File: src/rtl/rng_sample_requester_if.sv
// Host-side and RNG-side signal bundle for rng_sample_requester.
// The slave modport is the requester itself; the master modport is its environment.
interface rng_sample_requester_if #(
    parameter int WORD_WIDTH = 16
);
    logic                  start;
    logic [7:0]            num_samples;
    logic                  rng_call;
    logic [WORD_WIDTH-1:0] rng_data;
    logic                  rd_en;
    logic [WORD_WIDTH-1:0] rd_data;
    logic                  empty;
    logic                  full;
    logic                  busy;
    logic                  done;
    logic [7:0]            zero_cnt;
    logic [7:0]            inf_cnt;
    logic [7:0]            nan_cnt;

    modport master (
        output start, num_samples, rng_data, rd_en,
        input  rng_call, rd_data, empty, full, busy, done, zero_cnt, inf_cnt, nan_cnt
    );

    modport slave (
        input  start, num_samples, rng_data, rd_en,
        output rng_call, rd_data, empty, full, busy, done, zero_cnt, inf_cnt, nan_cnt
    );
endinterface

File: src/rtl/rng_sample_requester.sv
// Requests bursts of binary16 samples from an RNG, buffers them in a fall-through FIFO
// and keeps saturating zero/inf/NaN counts of the collected samples.
module rng_sample_requester #(
    parameter int WORD_WIDTH  = 16,
    parameter int DEPTH       = 8,
    parameter int RSP_LATENCY = 1
) (
    input  logic                  clock,
    input  logic                  nreset,
    rng_sample_requester_if.slave bus
);
    localparam int AW = $clog2(DEPTH);

    typedef enum logic [1:0] {
        IDLE = 2'd0,
        CALL = 2'd1,
        WAIT = 2'd2,
        DONE = 2'd3
    } state_t;

    function automatic logic is_zero(input logic [WORD_WIDTH-1:0] w);
        return (w[14:0] == 15'd0);
    endfunction

    function automatic logic is_inf(input logic [WORD_WIDTH-1:0] w);
        return (w[14:10] == 5'd31) && (w[9:0] == 10'd0);
    endfunction

    function automatic logic is_nan(input logic [WORD_WIDTH-1:0] w);
        return (w[14:10] == 5'd31) && (w[9:0] != 10'd0);
    endfunction

    function automatic logic [7:0] sat_inc(input logic [7:0] c, input logic hit);
        logic [7:0] r;
        if (hit && (c != 8'd255)) r = c + 8'd1;
        else                      r = c;
        return r;
    endfunction

    state_t                state_r, next_state_s;
    logic [7:0]            remaining_r;
    logic [2:0]            lat_r;
    logic                  rng_call_r, done_r, busy_r;
    logic                  call_s, done_s, busy_s;
    logic [AW:0]           wr_ptr_r, rd_ptr_r;
    logic [WORD_WIDTH-1:0] mem_r [DEPTH];
    logic [7:0]            zero_cnt_r, inf_cnt_r, nan_cnt_r;
    logic                  empty_s, full_s, accept_s, capture_s, pop_s, push_s;

    assign empty_s   = (wr_ptr_r == rd_ptr_r);
    assign full_s    = (wr_ptr_r[AW-1:0] == rd_ptr_r[AW-1:0]) && (wr_ptr_r[AW] != rd_ptr_r[AW]);
    assign accept_s  = (state_r == IDLE) && bus.start;
    assign capture_s = (state_r == WAIT) && (lat_r == 3'd0);
    assign pop_s     = bus.rd_en && !empty_s;
    // A simultaneous pop frees the slot, so a push is legal even when full.
    assign push_s    = capture_s && (!full_s || pop_s);

    // State register and registered handshake/status outputs.
    always_ff @(posedge clock) begin
        if (!nreset) begin
            state_r    <= IDLE;
            rng_call_r <= 1'b0;
            done_r     <= 1'b0;
            busy_r     <= 1'b0;
        end else begin
            state_r    <= next_state_s;
            rng_call_r <= call_s;
            done_r     <= done_s;
            busy_r     <= busy_s;
        end
    end

    // Next-state logic.
    always_comb begin
        next_state_s = state_r;
        case (state_r)
            IDLE: begin
                if (bus.start) next_state_s = (bus.num_samples != 8'd0) ? CALL : DONE;
                else           next_state_s = IDLE;
            end
            CALL: begin
                if (!full_s) next_state_s = WAIT;
                else         next_state_s = CALL;
            end
            WAIT: begin
                if (capture_s) next_state_s = (remaining_r == 8'd1) ? DONE : CALL;
                else           next_state_s = WAIT;
            end
            DONE:    next_state_s = IDLE;
            default: next_state_s = IDLE;
        endcase
    end

    // Output decode; values are registered so they appear in the state they describe.
    always_comb begin
        call_s = (state_r == CALL) && !full_s;
        done_s = (next_state_s == DONE);
        busy_s = (next_state_s != IDLE);
    end

    // Burst bookkeeping: remaining samples and response-latency countdown.
    always_ff @(posedge clock) begin
        if (!nreset) begin
            remaining_r <= 8'd0;
            lat_r       <= 3'd0;
        end else begin
            if (accept_s)       remaining_r <= bus.num_samples;
            else if (capture_s) remaining_r <= remaining_r - 8'd1;
            if (call_s)                                    lat_r <= 3'(RSP_LATENCY);
            else if ((state_r == WAIT) && (lat_r != 3'd0)) lat_r <= lat_r - 3'd1;
        end
    end

    // Sample FIFO storage and wrap-bit pointers.
    always_ff @(posedge clock) begin
        if (!nreset) begin
            wr_ptr_r <= '0;
            rd_ptr_r <= '0;
            for (int i = 0; i < DEPTH; i++) mem_r[i] <= {WORD_WIDTH{1'b0}};
        end else begin
            if (push_s) begin
                mem_r[wr_ptr_r[AW-1:0]] <= bus.rng_data;
                wr_ptr_r                <= wr_ptr_r + (AW+1)'(1);
            end
            if (pop_s) rd_ptr_r <= rd_ptr_r + (AW+1)'(1);
        end
    end

    // Saturating class counters, cleared when a burst is accepted.
    always_ff @(posedge clock) begin
        if (!nreset) begin
            zero_cnt_r <= 8'd0;
            inf_cnt_r  <= 8'd0;
            nan_cnt_r  <= 8'd0;
        end else if (accept_s) begin
            zero_cnt_r <= 8'd0;
            inf_cnt_r  <= 8'd0;
            nan_cnt_r  <= 8'd0;
        end else if (capture_s) begin
            zero_cnt_r <= sat_inc(zero_cnt_r, is_zero(bus.rng_data));
            inf_cnt_r  <= sat_inc(inf_cnt_r, is_inf(bus.rng_data));
            nan_cnt_r  <= sat_inc(nan_cnt_r, is_nan(bus.rng_data));
        end
    end

    assign bus.rng_call = rng_call_r;
    assign bus.done     = done_r;
    assign bus.busy     = busy_r;
    assign bus.empty    = empty_s;
    assign bus.full     = full_s;
    assign bus.rd_data  = mem_r[rd_ptr_r[AW-1:0]];
    assign bus.zero_cnt = zero_cnt_r;
    assign bus.inf_cnt  = inf_cnt_r;
    assign bus.nan_cnt  = nan_cnt_r;
endmodule

File: src/flat_wrapper.sv
// flat-port wrapper written by rule: the top's interface ports become plain ports
module rng_sample_requester_flat 
#(
    parameter int WORD_WIDTH  = 16,
    parameter int DEPTH       = 8,
    parameter int RSP_LATENCY = 1
)
  (clock, nreset, bus_start, bus_num_samples, bus_rng_data, bus_rd_en, bus_rng_call, bus_rd_data, bus_empty, bus_full, bus_busy, bus_done, bus_zero_cnt, bus_inf_cnt, bus_nan_cnt);
  rng_sample_requester_if #(.WORD_WIDTH(WORD_WIDTH)) bus_i ();
  input  logic clock;
  input  logic nreset;
  input wire logic [$bits(bus_i.start)-1:0] bus_start;
  input wire logic [$bits(bus_i.num_samples)-1:0] bus_num_samples;
  input wire logic [$bits(bus_i.rng_data)-1:0] bus_rng_data;
  input wire logic [$bits(bus_i.rd_en)-1:0] bus_rd_en;
  output wire logic [$bits(bus_i.rng_call)-1:0] bus_rng_call;
  output wire logic [$bits(bus_i.rd_data)-1:0] bus_rd_data;
  output wire logic [$bits(bus_i.empty)-1:0] bus_empty;
  output wire logic [$bits(bus_i.full)-1:0] bus_full;
  output wire logic [$bits(bus_i.busy)-1:0] bus_busy;
  output wire logic [$bits(bus_i.done)-1:0] bus_done;
  output wire logic [$bits(bus_i.zero_cnt)-1:0] bus_zero_cnt;
  output wire logic [$bits(bus_i.inf_cnt)-1:0] bus_inf_cnt;
  output wire logic [$bits(bus_i.nan_cnt)-1:0] bus_nan_cnt;
  assign bus_i.start = bus_start;
  assign bus_i.num_samples = bus_num_samples;
  assign bus_i.rng_data = bus_rng_data;
  assign bus_i.rd_en = bus_rd_en;
  assign bus_rng_call = bus_i.rng_call;
  assign bus_rd_data = bus_i.rd_data;
  assign bus_empty = bus_i.empty;
  assign bus_full = bus_i.full;
  assign bus_busy = bus_i.busy;
  assign bus_done = bus_i.done;
  assign bus_zero_cnt = bus_i.zero_cnt;
  assign bus_inf_cnt = bus_i.inf_cnt;
  assign bus_nan_cnt = bus_i.nan_cnt;
  rng_sample_requester #(.WORD_WIDTH(WORD_WIDTH), .DEPTH(DEPTH), .RSP_LATENCY(RSP_LATENCY)) u_core (.clock(clock), .nreset(nreset), .bus(bus_i));
endmodule
File: config.mk
export PLATFORM = sky130hd
export DESIGN_NAME = rng_sample_requester_flat
export DESIGN_NICKNAME = d
export VERILOG_FILES = /design/src/rtl/rng_sample_requester_if.sv /design/src/rtl/rng_sample_requester.sv /design/src/flat_wrapper.sv
export SDC_FILE = /design/constraint.sdc
export NUM_CORES = 1
export LEC_CHECK = 0
export ABC_AREA = 1
export CAP_MARGIN = 10
export CORE_MARGIN = 2
export CORE_UTILIZATION = 52
export CTS_CLUSTER_SIZE = 20
export DETAILED_ROUTE_END_ITERATION = 8
export GPL_TIMING_DRIVEN = 0
export HOLD_SLACK_MARGIN = 0.1
export PLACE_DENSITY_LB_ADDON = 0.1
export SYNTH_ARGS = -nofsm -noshare
export SYNTH_HDL_FRONTEND = slang
export SYNTH_SLANG_ARGS = --single-unit
File: constraint.sdc
create_clock -name clock -period 2.2 [get_ports clock]
set_input_delay 0.33 -clock clock [delete_from_list [all_inputs] [get_ports clock]]
set_output_delay 0.33 -clock clock [all_outputs]
set_load 0.02 [all_outputs]
==> metrics.md <==
| Metric | Value |
|---|---|
| Crit-path max FO | `6` |
| Root Driver | `clkbuf_16` |
| Chip Width | `between 100 and 150 um` |
| Reg clk slew, reported paths | `0.06 ns` |
| Reg2reg setup slack | `roughly 0.08 ns` |
| Post-synth top cells | `nor2_1, nand2_1, edfxtp_1, inv_1, dfxtp_1` |
| Largest net degree at the start of global routing | `17` |
| Crit share post-route | `0.9950` |
| Placed Instances | `1230` |
| Power density over cell area | `825.5 mW/mm^2` |
| Via density | `between 5 and 6` |
| Starting density of the core | `0.5334` |
| Die Area | `0.01739 mm^2` |
| Grt ovf | `0` |
| Buf/Inv on CP | `4` |
| Die Ht | `about 130 um` |
| Number of synthesized flops with an enable pin | `roughly 130` |
| Number of max-cap violations | `0` |
| Max-slew violation count | `0` |
| Critical Path Slowest Stage Cell | `dfxtp_4` |
| Crit path cell chain | `buf_8 -> clkinv_8 -> clkbuf_16 -> nor2_2 -> o32ai_2 -> nand2_1 -> nand2_2 -> buf_6` |
| Worst Setup End Kind | `output pin` |
| Row count | `between 40 and 50` |
| Layout cells sized above 1 | `0.1464` |
| Setup Viol. Count Final | `0` |
| Final hold slack | `around 0.24 ns` |
| Leakage | `roughly 0.0043 uW` |
| Syn Area/Cell | `between 9 and 10 um^2` |
| Register bit total from synthesis | `179` |
| Cells on worst reg2reg path | `10` |
| GRT Resource Usage Total | `0.2587` |
| Yosys top cell area share | `0.4520` |
| Clock buffer depth | `2` |
| Delay-heaviest family, CP | `buffers and inverters` |
| Max VDD drop | `a little over 0.6 mV` |
| Mapped Nets | `980` |
| Vias in the first global route | `approximately 6800` |
| Routed WL per cell | `~18 um` |
| First-pass GRT wire length | `between 30000 and 40000 um` |
| Max transition margin | `0.4510` |
| Status | `complete, no violations` |
| Core area | `about 0.016 mm^2` |
| Detailed Place HPWL | `about 15000 um` |
| Diode count | `0` |
| Worst setup path class | `flop to output pin` |
| Pre-CTS setup slack | `-0.5673 ns` |
| Htree depth | `4` |
| Crit Reg-Reg Endpoint | `u_core.mem_r[0][11]` |
| DRT iter0 DRCs | `around 570` |
| Io pins | `73` |
| Critical Path RT | `around 1.9 ns` |
| DRC viols | `0` |
| Cell Area, Synth | `approximately 0.0085 mm^2` |
| # fillers | `1287` |
| Final Hold Viols | `0` |
| Netlist cell types | `34` |
| Post-Route WL | `roughly 22000 um` |
| CTS tree | `done` |
| WP depth | `8` |
| Worst Hold Class | `input port to flop` |
| 1st-pass router iterations | `6` |
| Ys Warns | `0` |
| CP max stage delay | `0.36 ns` |
| Synth Flop Type | `edfxtp_1` |
| Seq/Total Area, Yosys | `0.5720` |
| Synth area leaders | `edfxtp_1, dfxtp_1, nor2_1, nand2_1, o32ai_1` |
| Critical Path End | `bus_rd_data[6]` |
| RSZ-0062 raised after global routing | `yes` |
| Clock Latency Late Sink | `0.44 ns` |
| Cell taking the most area after synthesis | `edfxtp_1` |
| Vias | `around 7000` |
| Worst path arrival time | `between 1.5 and 2 ns` |
| Crit start category | `flop` |
| Max frequency | `between 0.4 and 0.5 GHz` |
| Final setup margin | `between 0.01 and 0.015 ns` |
| Inserted Clock Buffers | `17` |
| CTS sink count | `179` |
| Actual slew at the worst max-slew pin | `around 0.82 ns` |
| Reg-to-reg startpoint | `u_core.lat_r[0]` |
| Port Buf Inserts | `71` |
| Hold_buf cts | `0` |
| Clock skew | `roughly 0.0080 ns` |
| Initial antenna violation count | `0` |
| GPL Wtd Cong | `around 0.84` |
| P&R area growth vs syn | `25.32%` |
| Post-Syn Instances | `~940` |
| Non-Filler Instances | `1275` |
| Period minus WS final | `roughly 2.2 ns` |
| Nets@finish | `approximately 1100` |
| Most frequent cell after synthesis | `nor2_1` |
| Routed Antenna Nets | `0` |
| Asr flop ratio synth | `0` |
## final cells by class
class / count / area [um^2] / area share
buffer: 40 / 347.8 / 0.03264
clock buffer: 21 / 470.5 / 0.04414
clock inverter: 11 / 132.6 / 0.01244
sequential: 179 / 4872 / 0.4572
multi-input combinational: 655 / 3462 / 0.3248
tap: 216 / 270.3 / 0.02536
inverter: 68 / 275.3 / 0.02583
timing repair buffer: 84 / 818.3 / 0.07678
timing repair inverter: 1 / 8.758 / 0.0008218
## repair_timing
action,CTS,global route
gates cloned,2,2
setup buffers,8,2
pin swaps,6,12
resized for setup,152,52
endpoints found under the setup margin,146,138
## registers in the layout, summed over array words and instances (netlist names), named ones only
| register | cells |
|---|---|
| u_core.bus.busy | 1 |
| u_core.bus.done | 1 |
| u_core.bus.inf_cnt | 8 |
| u_core.bus.nan_cnt | 8 |
| u_core.bus.rng_call | 1 |
| u_core.bus.zero_cnt | 8 |
| u_core.lat_r | 3 |
| u_core.mem_r | 128 |
| u_core.rd_ptr_r | 4 |
| u_core.remaining_r | 8 |
| u_core.state_r | 2 |
| u_core.wr_ptr_r | 4 |
## layout by cell type (no fill, tap or decap), types with 25 or more instances in the layout
cell,instances
dfxtp_1,47
edfxtp_1,128
clkdlybuf4s50_1,53
o21ai_0,40
inv_1,58
a21oi_1,33
nand2_1,140
nand3_1,42
nor2_1,252
nor3_1,25
## worst min path at each step
stage | start | to | slack (ns) | depth (start not counted)
2_1_floorplan | u_core.lat_r[1] | u_core.lat_r[1] | 0.44 | 2
3_3_place_gp | u_core.lat_r[1] | u_core.lat_r[1] | 0.45 | 2
3_5_place_dp | u_core.lat_r[1] | u_core.lat_r[1] | 0.46 | 2
4_1_cts | nreset | u_core.wr_ptr_r[1] | 0.23 | 3
5_1_grt | nreset | u_core.wr_ptr_r[1] | 0.27 | 3
6_report | nreset | u_core.wr_ptr_r[1] | 0.24 | 3
## power by group
group,switching [uW],internal (uW)
clock network,1260,1860
logic,1130,731
registers,77.0,3740
total,2470,6330
## worst register-to-register path: cells and delay by family, from the launching register on
kind | cells | cell delay, ns
simple gates | 5 | 0.68
buf+inv | 4 | 0.66
flops | 1 | 0.32
fa+ha+maj | 1 | 0.18
## per-layer routing
metal | vias to the layer above | wire, um | global-route usage
li1 | 3375 | - | -
met1 | 3306 | 9549 | 0.3348
met2 | 264 | 10740 | 0.4291
met3 | 45 | 1515 | 0.04921
met4 | 0 | 511 | 0.1069
met5 | - | 0 | 0
## stage by stage
step                      total power (uW)    util  TNS, ns  area (um^2)
after CTS                             8657  0.6569  -0.1032        10470
after global placement                5425  0.5950   -65.85         9485
after global routing                  9084  0.6685  -0.1331        10660
after detailed placement              5444  0.5950   -68.29         9485
final                                 8798  0.6685        0        10660
after floorplan                       4827       -        0         8504
## kinds of logic after synthesis
logic type | synth area share
flops | 0.5720
buf+inv | 0.05605
simple gates | 0.2483
xor+xnor | 0.02678
compound gates | 0.08357
fa+ha+maj | 0.01324
Power figures use the tool's default switching activity.
